[src/rtl/ps2_lock_led_if.sv]
// Signal bundle between the lock/LED controller and the PS/2 receive path,
// keycode recognizer and host transmitter.
interface ps2_lock_led_if;
  logic [7:0] keycode;
  logic       ext;
  logic       make;
  logic       keycode_ready;
  logic       ps2_key_en;
  logic [7:0] ps2_key_data;
  logic       key_en_out;
  logic [7:0] tx_data;
  logic       tx_start;
  logic       tx_done;
  logic       tx_error;
  logic [2:0] leds;
  logic       busy;
  logic       led_error;

  modport master (
    input  keycode, ext, make, keycode_ready, ps2_key_en, ps2_key_data,
           tx_done, tx_error,
    output key_en_out, tx_data, tx_start, leds, busy, led_error
  );

  modport slave (
    output keycode, ext, make, keycode_ready, ps2_key_en, ps2_key_data,
           tx_done, tx_error,
    input  key_en_out, tx_data, tx_start, leds, busy, led_error
  );
endinterface

[src/rtl/ps2_lock_led_controller.sv]
// Caps/Num/Scroll lock tracking and keyboard Set-LED (0xED) command sequencer.
// Optional PS2_LED_INIT_SYNC_EN: reset to Num Lock on and push it to the keyboard.
module ps2_lock_led_controller #(
  parameter int TIMEOUT_CYCLES = 1000000,
  parameter int MAX_RETRY      = 3
) (
  input  logic           clk,
  input  logic           reset_n,
  ps2_lock_led_if.master bus
);

  localparam int RW = $clog2(MAX_RETRY + 1);
  localparam int TW = (TIMEOUT_CYCLES > 1) ? $clog2(TIMEOUT_CYCLES) : 1;
  localparam logic [RW-1:0] RETRY_MAX  = RW'(MAX_RETRY);
  localparam logic [TW-1:0] TIMER_LAST = TW'(TIMEOUT_CYCLES - 1);
  // Bit order matches leds: [2]=caps 0x58, [1]=num 0x77, [0]=scroll 0x7E.
  localparam logic [23:0] LOCK_CODES = {8'h58, 8'h77, 8'h7E};
  localparam logic [7:0]  CMD_SET_LED = 8'hED;
  localparam logic [7:0]  RSP_ACK     = 8'hFA;
  localparam logic [7:0]  RSP_RESEND  = 8'hFE;

  typedef enum logic [2:0] {
    IDLE, TX_ED, WAIT_TX_ED, ACK_ED, TX_LED, WAIT_TX_LED, ACK_LED
  } state_e;

  state_e          state_q;
  logic [2:0]      leds_q, held_q;
  logic [2:0]      leds_d, held_d, lock_hit;
  logic            dirty_q, set_dirty;
  logic [RW-1:0]   retry_q;
  logic [TW-1:0]   timer_q;
  logic            tx_start_q;
  logic [7:0]      tx_data_q;
  logic            led_error_q;

  for (genvar gi = 0; gi < 3; gi++) begin : g_lock
    assign lock_hit[gi] = bus.keycode_ready & ~bus.ext &
                          (bus.keycode == LOCK_CODES[gi*8 +: 8]);
    // Only the first make after a break toggles; typematic repeats are absorbed.
    assign leds_d[gi]   = leds_q[gi] ^ (lock_hit[gi] & bus.make & ~held_q[gi]);
    assign held_d[gi]   = lock_hit[gi] ? bus.make : held_q[gi];
  end

  assign set_dirty = (|(lock_hit & ~held_q)) & bus.make;

  logic in_wait, in_ack, ed_phase, timer_exp, rsp_ack, rsp_resend, fail;

  assign in_wait    = (state_q == WAIT_TX_ED) || (state_q == WAIT_TX_LED);
  assign in_ack     = (state_q == ACK_ED)     || (state_q == ACK_LED);
  assign ed_phase   = (state_q == WAIT_TX_ED) || (state_q == ACK_ED);
  assign timer_exp  = (timer_q == TIMER_LAST);
  assign rsp_ack    = bus.ps2_key_en && (bus.ps2_key_data == RSP_ACK);
  assign rsp_resend = bus.ps2_key_en && (bus.ps2_key_data == RSP_RESEND);
  // A completion arriving on the expiry cycle wins over the timeout.
  assign fail = (in_wait && !bus.tx_done && (bus.tx_error || timer_exp)) ||
                (in_ack  && !rsp_ack     && (rsp_resend   || timer_exp));

  always_ff @(posedge clk) begin
    if (!reset_n) begin
      state_q     <= IDLE;
`ifdef PS2_LED_INIT_SYNC_EN
      leds_q      <= 3'b010;
      dirty_q     <= 1'b1;
`else
      leds_q      <= 3'b000;
      dirty_q     <= 1'b0;
`endif
      held_q      <= 3'b000;
      retry_q     <= '0;
      timer_q     <= '0;
      tx_start_q  <= 1'b0;
      tx_data_q   <= 8'h00;
      led_error_q <= 1'b0;
    end else begin
      leds_q     <= leds_d;
      held_q     <= held_d;
      tx_start_q <= 1'b0;
      // A toggle in the same cycle IDLE consumes dirty re-arms it for another pass.
      dirty_q    <= set_dirty | (dirty_q & (state_q != IDLE));

      if (fail) begin
        timer_q <= '0;
        if (retry_q < RETRY_MAX) begin
          retry_q <= retry_q + 1'b1;
          state_q <= ed_phase ? TX_ED : TX_LED;
        end else begin
          led_error_q <= 1'b1;
          state_q     <= IDLE;
        end
      end else begin
        case (state_q)
          IDLE: begin
            if (dirty_q) begin
              retry_q <= '0;
              state_q <= TX_ED;
            end
          end
          TX_ED: begin
            tx_start_q <= 1'b1;
            tx_data_q  <= CMD_SET_LED;
            timer_q    <= '0;
            state_q    <= WAIT_TX_ED;
          end
          TX_LED: begin
            tx_start_q <= 1'b1;
            tx_data_q  <= {5'b00000, leds_q};
            timer_q    <= '0;
            state_q    <= WAIT_TX_LED;
          end
          WAIT_TX_ED, WAIT_TX_LED: begin
            if (bus.tx_done) begin
              timer_q <= '0;
              state_q <= (state_q == WAIT_TX_ED) ? ACK_ED : ACK_LED;
            end else begin
              timer_q <= timer_q + 1'b1;
            end
          end
          ACK_ED: begin
            if (rsp_ack) begin
              retry_q <= '0;
              state_q <= TX_LED;
            end else begin
              timer_q <= timer_q + 1'b1;
            end
          end
          ACK_LED: begin
            if (rsp_ack) begin
              led_error_q <= 1'b0;
              state_q     <= IDLE;
            end else begin
              timer_q <= timer_q + 1'b1;
            end
          end
          default: state_q <= IDLE;
        endcase
      end
    end
  end

  // Keyboard responses are hidden from the recognizer while a command is in flight.
  assign bus.key_en_out = bus.ps2_key_en & ~(in_wait | in_ack);
  assign bus.tx_start   = tx_start_q;
  assign bus.tx_data    = tx_data_q;
  assign bus.leds       = leds_q;
  assign bus.busy       = (state_q != IDLE);
  assign bus.led_error  = led_error_q;

endmodule

[src/flat_wrapper.sv]
// flat-port wrapper written by rule: the top's interface ports become plain ports
module ps2_lock_led_controller_flat 
#(
  parameter int TIMEOUT_CYCLES = 1000000,
  parameter int MAX_RETRY      = 3
)
  (clk, reset_n, bus_keycode, bus_ext, bus_make, bus_keycode_ready, bus_ps2_key_en, bus_ps2_key_data, bus_tx_done, bus_tx_error, bus_key_en_out, bus_tx_data, bus_tx_start, bus_leds, bus_busy, bus_led_error);
  ps2_lock_led_if bus_i ();
  input  logic clk;
  input  logic reset_n;
  input wire logic [$bits(bus_i.keycode)-1:0] bus_keycode;
  input wire logic [$bits(bus_i.ext)-1:0] bus_ext;
  input wire logic [$bits(bus_i.make)-1:0] bus_make;
  input wire logic [$bits(bus_i.keycode_ready)-1:0] bus_keycode_ready;
  input wire logic [$bits(bus_i.ps2_key_en)-1:0] bus_ps2_key_en;
  input wire logic [$bits(bus_i.ps2_key_data)-1:0] bus_ps2_key_data;
  input wire logic [$bits(bus_i.tx_done)-1:0] bus_tx_done;
  input wire logic [$bits(bus_i.tx_error)-1:0] bus_tx_error;
  output wire logic [$bits(bus_i.key_en_out)-1:0] bus_key_en_out;
  output wire logic [$bits(bus_i.tx_data)-1:0] bus_tx_data;
  output wire logic [$bits(bus_i.tx_start)-1:0] bus_tx_start;
  output wire logic [$bits(bus_i.leds)-1:0] bus_leds;
  output wire logic [$bits(bus_i.busy)-1:0] bus_busy;
  output wire logic [$bits(bus_i.led_error)-1:0] bus_led_error;
  assign bus_i.keycode = bus_keycode;
  assign bus_i.ext = bus_ext;
  assign bus_i.make = bus_make;
  assign bus_i.keycode_ready = bus_keycode_ready;
  assign bus_i.ps2_key_en = bus_ps2_key_en;
  assign bus_i.ps2_key_data = bus_ps2_key_data;
  assign bus_i.tx_done = bus_tx_done;
  assign bus_i.tx_error = bus_tx_error;
  assign bus_key_en_out = bus_i.key_en_out;
  assign bus_tx_data = bus_i.tx_data;
  assign bus_tx_start = bus_i.tx_start;
  assign bus_leds = bus_i.leds;
  assign bus_busy = bus_i.busy;
  assign bus_led_error = bus_i.led_error;
  ps2_lock_led_controller #(.TIMEOUT_CYCLES(TIMEOUT_CYCLES), .MAX_RETRY(MAX_RETRY)) u_core (.clk(clk), .reset_n(reset_n), .bus(bus_i));
endmodule
[config.mk]
export PLATFORM = sky130hd
export DESIGN_NAME = ps2_lock_led_controller_flat
export DESIGN_NICKNAME = d
export VERILOG_FILES = /design/src/rtl/ps2_lock_led_if.sv /design/src/rtl/ps2_lock_led_controller.sv /design/src/flat_wrapper.sv
export SDC_FILE = /design/constraint.sdc
export NUM_CORES = 1
export LEC_CHECK = 0
export BUFFER_PORTS_ARGS = -buffer_cell sky130_fd_sc_hd__buf_2
export CAP_MARGIN = 20
export CELL_PAD_IN_SITES_DETAIL_PLACEMENT = 2
export CELL_PAD_IN_SITES_GLOBAL_PLACEMENT = 2
export CORE_MARGIN = 3
export CORE_UTILIZATION = 34
export DETAILED_ROUTE_END_ITERATION = 10
export GPL_TIMING_DRIVEN = 0
export PLACE_DENSITY_LB_ADDON = 0.1
export SYNTH_ARGS = -nofsm -noshare
export SYNTH_HDL_FRONTEND = slang
export SYNTH_SLANG_ARGS = --single-unit
[constraint.sdc]
create_clock -name clk -period 2.79 [get_ports clk]
set_clock_uncertainty 0.1 [all_clocks]
set_input_delay 0.558 -clock clk [delete_from_list [all_inputs] [get_ports clk]]
set_output_delay 0.558 -clock clk [all_outputs]
set_load 0.005 [all_outputs]
==> impl_results.md <==
- Port Buffers: 36
- CTS Sinks: 38
- Die Ht: around 89 µm
- Total CTS buffers: 5
- EDFF count, synth: 0
- DR pass1 iterations: 4
- Clock buffer depth: 2
- Most frequent cells in the layout: 41 x buf_2, 38 x dfxtp_1, 18 x nand2_1
- Gate Count Post-Synth: 275
- Fraction of layout cells with a size suffix above 1: 21.94%
- Final hold vios: 0
- CP startpoint kind: register
- Synth Area in Simple Gates: about a third
- PwrDens: between 400 and 500 nW/µm²
- Commonest non-fill, non-tap cell in the layout: buf_2
- Fin crit share: about nine tenths
- Netlist Area Pre-Place: 2365 µm²
- XOR/XNOR share of the synthesized area: 4.074%
- Worst setup EP type: primary output
- Critical Path Source: u_core.state_q[1]
- Area Overhead vs Synth: 15.82%
- Worst VDD drop: 0.1591 mV
- Hold endpoint: u_core.retry_q[1]
- Critical path class: reg2out
- Outcome: completed
- FF+latch count, synth: 38
- Final wirelength: 7.534 mm
- Largest net degree at the start of global routing: 13
- Unrepaired setup endpoints after global routing: no
- N_diodes: 0
- Crit Reg-Reg Startpoint: u_core.state_q[0]
- Critical path depth: 6
- GR Util met1: 27.46%
- TritonCTS clock tree: yes
- Hold Crit Start: u_core.retry_q[1]
- Nets: between 300 and 400
- Worst-Margin Slew: between 500 and 600 ps
- Post-Syn Nets: roughly 300
- Mux contribution to synthesized area: 2.593%
- Largest family of logic cells by synthesized area: simple AND/OR/NAND/NOR gates
- Filler cells: about 760
- Grt met3 use: about 2.9%
- Avg Inst Size Synth: 8.599 µm²
- First-pass GRT wire length: 12.54 mm
- Worst path slowest cell: buf_1
- Final min period: between 2000 and 3000 ps
- CP delay by family, top: buffers and inverters
- Crit path buf inv count: 4
- Vias in the first global route: 2,422
- Crit path cell chain: buf_2 > buf_1 > inv_1 > o21ai_0 > a21boi_0 > buf_2
- CTS resizes: 0
- Non-filler instance count after layout: 396
- Final ANT Viol Nets: 0
- Setup TNS: 0 ps
- Initial antenna violation count: 0
- M2 GR Usage: 34.03%
- Placed instance count: slightly below 400
- Post-route DRC: 0
- Total core area: 6531 µm²
- GR peak layer: met2
- Post-CTS setup buffer count: 0
- Hold Path Class: reg2reg
- Flop2flop setup slack: 360 ps
- R2R Path End: u_core.timer_q[2]
- Most used cell, CP: buf_2
- Htree depth: 2
- Average wire per standard cell: about 19 µm
- Initial core utilization: 36.21%
- Max Slew Vio Count: 0
- Worst-Skew Late Latency: 300 ps
- Post-synthesis sequential area ratio: between 30 and 40%
- Pwr Total: 1.166 mW
- Top post-synthesis cells by area: dfxtp_1 32%, a211oi_1 3.2%, o21ai_0 3.2%, nor3_1 3.0%, xnor2_1 3.0%
- Synth Area in Adders: 1.058%
- Hold-critical path depth: 2
- Post-synth ARST share: 0%
- Setup-failing EPs final: 0
- P_leak: 0.9620 nW
- Area of the die: 7991 µm²
- Slowest stage delay, CP: 440 ps
- CP Data Arrival Time: 1870 ps
- Synth unique cells: 63
- Dpl hpwl: 5.664 mm
- Vias: between 2,000 and 2,500
- Vias per Instance: 5.869
- Post-synth top flop: dfxtp_1
- Synth warnings: 0
- I/O Pins: 39
- Iter 0 DRT Violations: 59
- Post-CTS Hold Buffers: 0
- Die Wd: ~89 µm
- Max-Cap Viols: 0
- Row Count: 29
- Root buffer cell: clkbuf_8
- GRT Resource Usage Total: 20.30%
- Top achievable clock speed: 395.6 MHz
- Reg clk slew, reported paths: 80 ps
- Max-slew headroom at the worst pin: roughly three fifths
- Worst path required time: 2130 ps
- Final GP Congestion: 0.7555
- CP Max Fanout: 10
- R2R cell count: 6
- GR Overflow Total: 0
- Min Hold Slack: 376.5 ps
- Share of the synthesized area in the top cell type: 32.17%
- Synth area leader: dfxtp_1
- Complex-gate fraction of the synthesized area: 19.74%
## final cells by class
class / instances / area [µm²] / area share [%]
sequential: 38 / 760.7 / 27.78
buffer: 21 / 122.6 / 4.477
clock buffer: 6 / 72.57 / 2.650
multi-input combinational: 212 / 1478 / 53.95
clock inverter: 2 / 13.76 / 0.5025
timing repair buffer: 36 / 180.2 / 6.578
tap: 77 / 96.34 / 3.518
inverter: 4 / 15.01 / 0.5482
## Yosys cell counts, types with 2 or more instances
cell type	n
a211oi_1	10
a211oi_2	2
a21boi_0	4
a21oi_1	13
and2_1	6
and3_1	4
and4_1	2
buf_1	2
buf_2	5
buf_4	6
buf_6	2
clkbuf_1	6
dfxtp_1	38
ha_1	2
inv_1	3
mux2i_1	5
nand2_1	18
nand2b_1	6
nand3_1	11
nand3b_1	2
nand4_1	9
nor2_1	9
nor2b_1	4
nor3_1	14
nor3b_1	3
nor4_1	4
nor4_4	2
nor4b_1	4
o21ai_0	15
o21ai_1	2
o22ai_1	2
o31ai_1	8
or3_1	7
or3_4	2
or4_1	5
or4_4	2
xnor2_1	8
xor2_1	3
## where the power goes
part,total (mW),internal (mW),switching [mW]
sequential,0.562,0.553,0.00881
clock,0.397,0.177,0.220
combinational,0.207,0.0787,0.129
total,1.17,0.809,0.357
## per-stage QoR
step | instance area (µm²) | setup WS (ps) | util (%)
floorplan | 2365 | 559.3 | -
global placement | 2641 | 181.3 | 40.44
detailed placement | 2641 | 143.4 | 40.44
CTS | 2728 | 126.1 | 41.76
global route | 2739 | 134.0 | 41.93
finish | 2739 | 262.2 | 41.93
## registers in the layout (all words and copies together) (netlist names)
signal                flops
u_core.bus.leds           3
u_core.bus.led_error      1
u_core.held_q             3
u_core.bus.tx_data        4
u_core.timer_q           20
u_core.retry_q            2
u_core.dirty_q            1
u_core.state_q            3
u_core.bus.tx_start       1
## per-layer routing
metal / wire (µm) / vias to the layer above
met2: 3620 / 32
li1: - / 1122
met4: 70 / 0
met1: 3620 / 1164
met5: 0 / -
met3: 224 / 6
## how the worst max path moves through the flow
| stage | slack, ps | to |
|---|---|---|
| CTS | 130 | u_core.timer_q[2] |
| global route | 130 | bus_key_en_out |
| detailed placement | 140 | u_core.timer_q[19] |
| floorplan | 560 | u_core.timer_q[5] |
| global placement | 180 | u_core.timer_q[0] |
| finish | 260 | bus_key_en_out |
## cell families (layout without fill, tap and decap cells)
family | Yosys count | count (layout)
compound gates | 68 | 68
xor+xnor | 11 | 11
fa+ha+maj | 2 | 2
buf+inv | 25 | 69
flops | 38 | 38
mux | 6 | 6
other cells | 1 | 1
simple gates | 124 | 124
## worst reg2reg max path: stages, from the launching register on
cell and delay, ps:
dfxtp_1 320, buf_4 160, clkbuf_1 350, nor2_1 170
o32ai_4 580, clkbuf_1 500, nor3_1 110
Note: power is estimated with default switching activity, not from simulation.
